[src/rtl/io_port_pkg.sv]
// Shared constants for the CPU-facing I/O port bridge: address map and port geometry.
// Latency: n/a (constants and pure helper functions only).
// Backpressure: n/a.
package io_port_pkg;

  localparam int NPORTS = 4;
  localparam int PORT_W = 32;

  // Word offsets within the I/O window (addr[7:0], addr[7] selects the window)
  localparam logic [7:0] OUT0   = 8'h80;
  localparam logic [7:0] OUT1   = 8'h84;
  localparam logic [7:0] OUT2   = 8'h88;
  localparam logic [7:0] OUT3   = 8'h8C;
  localparam logic [7:0] IN0    = 8'hC0;
  localparam logic [7:0] IN1    = 8'hC4;
  localparam logic [7:0] IN2    = 8'hC8;
  localparam logic [7:0] IN3    = 8'hCC;
  localparam logic [7:0] STATUS = 8'hD0;

  // Offset of output port n; ports sit on consecutive words
  function automatic logic [7:0] out_off(input int n);
    return OUT0 + 8'(4 * n);
  endfunction

  // Offset of input port n; ports sit on consecutive words
  function automatic logic [7:0] in_off(input int n);
    return IN0 + 8'(4 * n);
  endfunction

endpackage

[src/rtl/port_debounce.sv]
// Two-flop synchroniser plus whole-word debouncer for one raw input port.
// Latency: a held change reaches value DEBOUNCE_CYCLES+3 edges after it appears.
// Backpressure: none; free-running, accept is a one-cycle pulse.
module port_debounce #(
  parameter int DEBOUNCE_CYCLES = 16,
  parameter int WIDTH           = 32
) (
  input  logic             clock,
  input  logic             resetn,
  input  logic [WIDTH-1:0] raw,
  output logic [WIDTH-1:0] value,
  output logic             accept
);

  localparam int CW = $clog2(DEBOUNCE_CYCLES + 1);
  localparam logic [CW-1:0] CNT_LAST = CW'(DEBOUNCE_CYCLES - 1);

  logic [WIDTH-1:0] s1;
  logic [WIDTH-1:0] s2;
  logic [WIDTH-1:0] s2_d;
  logic [WIDTH-1:0] stable;
  logic [CW-1:0]    cnt;
  logic             holding;

  // A candidate differs from the accepted word and did not move this cycle;
  // any single-bit toggle drops holding and restarts the count.
  assign holding = (s2 != stable) && (s2 == s2_d);
  // Combinational so the parent's change flag sets on the same edge as stable
  assign accept  = holding && (cnt == CNT_LAST);
  assign value   = stable;

  // Synchroniser chain, debounce counter and accepted-value register
  always_ff @(posedge clock or negedge resetn) begin
    if (!resetn) begin
      s1     <= '0;
      s2     <= '0;
      s2_d   <= '0;
      stable <= '0;
      cnt    <= '0;
    end else begin
      s1   <= raw;
      s2   <= s1;
      s2_d <= s2;
      if (!holding) begin
        cnt <= '0;
      end else if (accept) begin
        stable <= s2;
        cnt    <= '0;
      end else begin
        cnt <= cnt + 1'b1;
      end
    end
  end

endmodule

[src/rtl/io_port_bridge.sv]
// Memory-mapped I/O responder: four output port registers, four debounced input ports, change flags.
// Latency: stores land at the sampling edge; loads are combinational from registered state.
// Backpressure: none; every access completes in the cycle it is presented.
module io_port_bridge
  import io_port_pkg::*;
#(
  parameter int DEBOUNCE_CYCLES = 16
) (
  input  logic        clock,
  input  logic        resetn,
  input  logic [31:0] addr,
  input  logic [31:0] wdata,
  input  logic        we,
  input  logic        re,
  output logic [31:0] rdata,
  output logic        io_sel,
  input  logic [31:0] in_port0,
  input  logic [31:0] in_port1,
  input  logic [31:0] in_port2,
  input  logic [31:0] in_port3,
  output logic [31:0] out_port0,
  output logic [31:0] out_port1,
  output logic [31:0] out_port2,
  output logic [31:0] out_port3
);

  logic [7:0]        offset;
  logic [PORT_W-1:0] out_reg [NPORTS];
  logic [PORT_W-1:0] in_raw  [NPORTS];
  logic [PORT_W-1:0] in_val  [NPORTS];
  logic [NPORTS-1:0] accept;
  logic [NPORTS-1:0] chg;
  logic              unused_addr;

  // Only the low byte is decoded; upper address bits belong to the CPU's memory map
  assign io_sel      = addr[7];
  assign offset      = addr[7:0];
  assign unused_addr = ^addr[31:8];

  assign in_raw[0] = in_port0;
  assign in_raw[1] = in_port1;
  assign in_raw[2] = in_port2;
  assign in_raw[3] = in_port3;

  assign out_port0 = out_reg[0];
  assign out_port1 = out_reg[1];
  assign out_port2 = out_reg[2];
  assign out_port3 = out_reg[3];

  for (genvar g = 0; g < NPORTS; g++) begin : g_in
    port_debounce #(
      .DEBOUNCE_CYCLES(DEBOUNCE_CYCLES),
      .WIDTH          (PORT_W)
    ) u_deb (
      .clock (clock),
      .resetn(resetn),
      .raw   (in_raw[g]),
      .value (in_val[g]),
      .accept(accept[g])
    );
  end

  // Output port registers: a qualified store to a port's offset replaces it
  always_ff @(posedge clock or negedge resetn) begin
    if (!resetn) begin
      for (int n = 0; n < NPORTS; n++) out_reg[n] <= '0;
    end else if (we && io_sel) begin
      for (int n = 0; n < NPORTS; n++) begin
        if (offset == out_off(n)) out_reg[n] <= wdata;
      end
    end
  end

  // Change flags: set on accept, cleared by a load of that input port; set wins
  always_ff @(posedge clock or negedge resetn) begin
    if (!resetn) begin
      chg <= '0;
    end else begin
      for (int n = 0; n < NPORTS; n++) begin
        if (accept[n]) begin
          chg[n] <= 1'b1;
        end else if (re && io_sel && (offset == in_off(n))) begin
          chg[n] <= 1'b0;
        end
      end
    end
  end

  // Read mux: decoded register or zero for anything unmapped or outside the window
  always_comb begin
    rdata = '0;
    if (io_sel) begin
      for (int n = 0; n < NPORTS; n++) begin
        if (offset == out_off(n)) rdata = out_reg[n];
        if (offset == in_off(n))  rdata = in_val[n];
      end
      if (offset == STATUS) rdata = {{(PORT_W - NPORTS){1'b0}}, chg};
    end
  end

endmodule

[config.mk]
export PLATFORM = sky130hd
export DESIGN_NAME = io_port_bridge
export DESIGN_NICKNAME = d
export VERILOG_FILES = /design/src/rtl/io_port_pkg.sv /design/src/rtl/port_debounce.sv /design/src/rtl/io_port_bridge.sv
export SDC_FILE = /design/constraint.sdc
export NUM_CORES = 1
export LEC_CHECK = 0
export CAP_MARGIN = 20
export CORE_MARGIN = 1
export CORE_UTILIZATION = 35
export DETAILED_ROUTE_END_ITERATION = 10
export PLACE_DENSITY_LB_ADDON = 0.15
export SLEW_MARGIN = 20
export SYNTH_ARGS = -nofsm -noshare
export SYNTH_HDL_FRONTEND = slang
export SYNTH_SLANG_ARGS = --single-unit
[constraint.sdc]
create_clock -name clock -period 3.4 [get_ports clock]
set_clock_uncertainty 0.1 [all_clocks]
set_input_delay 1.02 -clock clock [delete_from_list [all_inputs] [get_ports clock]]
set_output_delay 1.02 -clock clock [all_outputs]
set_load 0.02 [all_outputs]
==> results.sh <==
export IMPL_muxShareOfSynthArea_pct=14.0
export IMPL_initial_utilization_pct=35.6
export IMPL_viasPerCell=4.98
export IMPL_die_width_um=272
export IMPL_required_ns=2.28
export IMPL_regArea_mm2=0.0166
export IMPL_finalSetupTns_ns=-12.22
export IMPL_tightest_slew_ns=0.682
export IMPL_instances_no_fill=3284
export IMPL_firstDrtPassIters=5
export IMPL_fin_util_pct=48.8
export IMPL_drc=0
export IMPL_crit_type="in2out"
export IMPL_synth_cells=1766
export IMPL_syn_area_per_cell_um2=14.5
export IMPL_area_delta_synth_final_pct=37.4
export IMPL_via_count=16355
export IMPL_cts_clk_slew_worst_paths_ns=0.06
export IMPL_power_density_mw_per_mm2=515
export IMPL_status="finished, violations left"
export IMPL_clock_path_buffers=3
export IMPL_overflow=0
export IMPL_clkLatencyLatePin_ns=0.62
export IMPL_cp_end_kind="primary output"
export IMPL_port_buffers=332
export IMPL_ant_nets=0
export IMPL_synth_top_area_share_pct=64.9
export IMPL_synth_net_count=1966
export IMPL_die_area_mm2=0.0742
export IMPL_ios=357
export IMPL_core_mm2=0.0720
export IMPL_fin_crit_sh_pct=114
export IMPL_violations="negative setup slack"
export IMPL_ir_drop_mv=0.423
export IMPL_syn_cell_area_mm2=0.0256
export IMPL_cts_tree="built"
export IMPL_die_h_um=272
export IMPL_synth_top_family_by_area="multiplexers"
export IMPL_synth_xor_area_share_pct=9.03
export IMPL_root_buffer="clkbuf_16"
export IMPL_clock_sinks=664
export IMPL_synth_warnings=0
export IMPL_synth_main_ff_cell="dfrtp_1"
export IMPL_arrival_ns=2.77
export IMPL_yosysMostFrequentCell="dfrtp_1"
export IMPL_fin_area_mm2=0.0352
export IMPL_synth_compound_area_share_pct=5.13
export IMPL_synth_area_leaders="dfrtp_1, mux2_2, xnor2_1"
export IMPL_synth_edf_count=0
export IMPL_pwr_share_comb_pct=6.2
export IMPL_max_freq_ghz=0.257
export IMPL_netSwitchingFraction_pct=22.5
export IMPL_max_cap_violations=0
export IMPL_multi_input_area_mm2=0.00939
export IMPL_yosys_cell_types_count=46
export IMPL_p_leak_nw=15.7
export IMPL_ys_ff_latch=664
export IMPL_synth_fa_ha_area_share_pct=0.196
export IMPL_grt_pass1_wl_um=117000
export IMPL_slew_headroom_pct=54.5
export IMPL_p_int_mw=14.0
export IMPL_fill_cells=6148
export IMPL_power_switching_mw=4.08
export IMPL_reg2reg_depth=6
export IMPL_cts_hold_buf=0
export IMPL_grt_usage_pct=21.8
export IMPL_rsz0062_at_grt="yes"
export IMPL_grt_pass1_vias=17225
export IMPL_htree_levels=3
export IMPL_finalSetupViolations=32
export IMPL_p_seq_share_pct=46.5
export IMPL_rows=98
export IMPL_async_flop_share_pct=100
export IMPL_cts_buffers=75
export IMPL_hp_class="in2async"
export IMPL_dp_hpwl_um=59600
export IMPL_final_nets=2474
export IMPL_pwr_share_clk_pct=47.2
export IMPL_ff2ff_setup_slack_ns=0.43
export IMPL_wl_per_cell_um=24.3
export IMPL_synthTopCellsByCount="dfrtp_1, mux2_2, xnor2_1, xor2_1, a21oi_1"
export IMPL_dp_cells=3109
export IMPL_gp_congestion=0.902
export IMPL_drv_slew=0
export IMPL_drive_gt1_share_pct=32.4
export IMPL_cp_start_kind="primary input"
export IMPL_yosysSeqAreaShare_pct=64.9
export IMPL_fin_ws_ns=-0.492
export IMPL_hold_viol_final=0
export IMPL_placed_area_mm2=0.0313
export IMPL_grt_max_degree=116
export IMPL_drtIter0Drc=964
export IMPL_path_max_fanout=4
export IMPL_synth_simple_area_share_pct=4.75
export IMPL_antenna_found_initial=2
export IMPL_routed_wirelength_um=79900
export IMPL_fin_crit_ns=3.89
export IMPL_yosysTopAreaCell="dfrtp_1"
[logic make-up after synthesis]
logic type,Yosys count
flops,664
mux,320
xor+xnor,264
compound gates,223
simple gates,217
buf+inv,74
fa+ha+maj,4
[state kept, by name, summed over array words and instances, names as in the netlist]
register          count
g_in.u_deb.s2       128
out_port0            32
out_port3            32
g_in.u_deb.value    128
chg                   4
g_in.u_deb.s1       128
out_port2            32
g_in.u_deb.s2_d     128
g_in.u_deb.cnt       20
out_port1            32
[cells in the final DEF, fill, tap and decap left out, types with 9 or more instances in the layout]
cell	n
a21oi_1	50
a21oi_2	32
a21oi_4	25
a22o_1	27
buf_12	36
buf_4	111
buf_6	50
buf_8	11
bufinv_16	10
clkbuf_1	13
clkbuf_16	78
clkbuf_8	14
clkdlybuf4s50_1	290
clkinv_2	11
dfrtp_1	664
mux2_1	14
mux2_2	266
mux2i_1	32
nand2_1	27
nand2b_1	9
nand3_1	13
nand4_1	42
nor2_1	17
nor2_4	18
nor4_1	40
o21ai_0	28
o21ai_2	19
xnor2_1	132
xor2_1	132
[final timing paths]
| path | from | end |
|---|---|---|
| worst max-delay path | addr[1] | rdata[31] |
| worst min-delay path | resetn | g_in[2].u_deb.s2_d[31] |
| worst max register to register | g_in[0].u_deb.s2[29] | g_in[0].u_deb.value[19] |
| worst min register to register | g_in[2].u_deb.s1[19] | g_in[2].u_deb.s2[19] |
| max in group asynchronous | resetn | g_in[0].u_deb.value[22] |
| min in group clock | g_in[2].u_deb.s1[19] | g_in[2].u_deb.s2[19] |
[repair_timing]
| action | in CTS | in global routing |
|---|---|---|
| gates cloned | 5 | 0 |
| gates resized for setup | 293 | 37 |
| setup endpoints to repair | 32 | 32 |
| pin swaps | 46 | 19 |
| buffers inserted | 31 | 3 |
[final cells by class]
class / count / area share [%]
clock buffers: 105 / 6.24
repair buffers: 505 / 15.1
clock inverters: 30 / 1.30
well taps: 950 / 3.38
flip-flops and latches: 664 / 47.3
multi-input cells: 1028 / 26.7
diodes: 2 / 0.0142
[critical path: stages]
cell	delay, ns
buf_8	0.10
buf_6	0.12
nor4b_4	0.28
buf_6	0.18
buf_12	0.15
buf_8	0.12
a21oi_2	0.04
mux2i_1	0.21
o21ai_2	0.11
a21oi_4	0.27
buf_6	0.16
[power groups by stage]
stage | logic [mW] | registers, mW | clock network [mW]
2_1_floorplan | 0.356 | 8.52 | 0
3_3_place_gp | 1.06 | 8.57 | 0
3_5_place_dp | 1.07 | 8.57 | 0
4_1_cts | 1.14 | 8.44 | 8.77
5_1_grt | 1.22 | 8.46 | 9.08
6_report | 1.13 | 8.43 | 8.55
[stage by stage]
stage               hold slack (ns)  total power, mW  worst slack (ns)
floorplan                     0.231             8.88            -0.149
global placement              0.235             9.63             -1.35
detailed placement            0.235             9.64             -1.35
CTS                           0.196             18.3            -0.445
global route                  0.213             18.8            -0.534
finish                        0.227             18.1            -0.492
[metal layers]
metal	share of wire (%)	track usage, %	vias up
met5	0.016	0	-
met3	4.8	3.20	101
met4	2.5	6.51	2
met1	46	30.8	8524
li1	-	-	7253
met2	47	34.6	475
No activity file was read; power rests on OpenSTA's default activity.
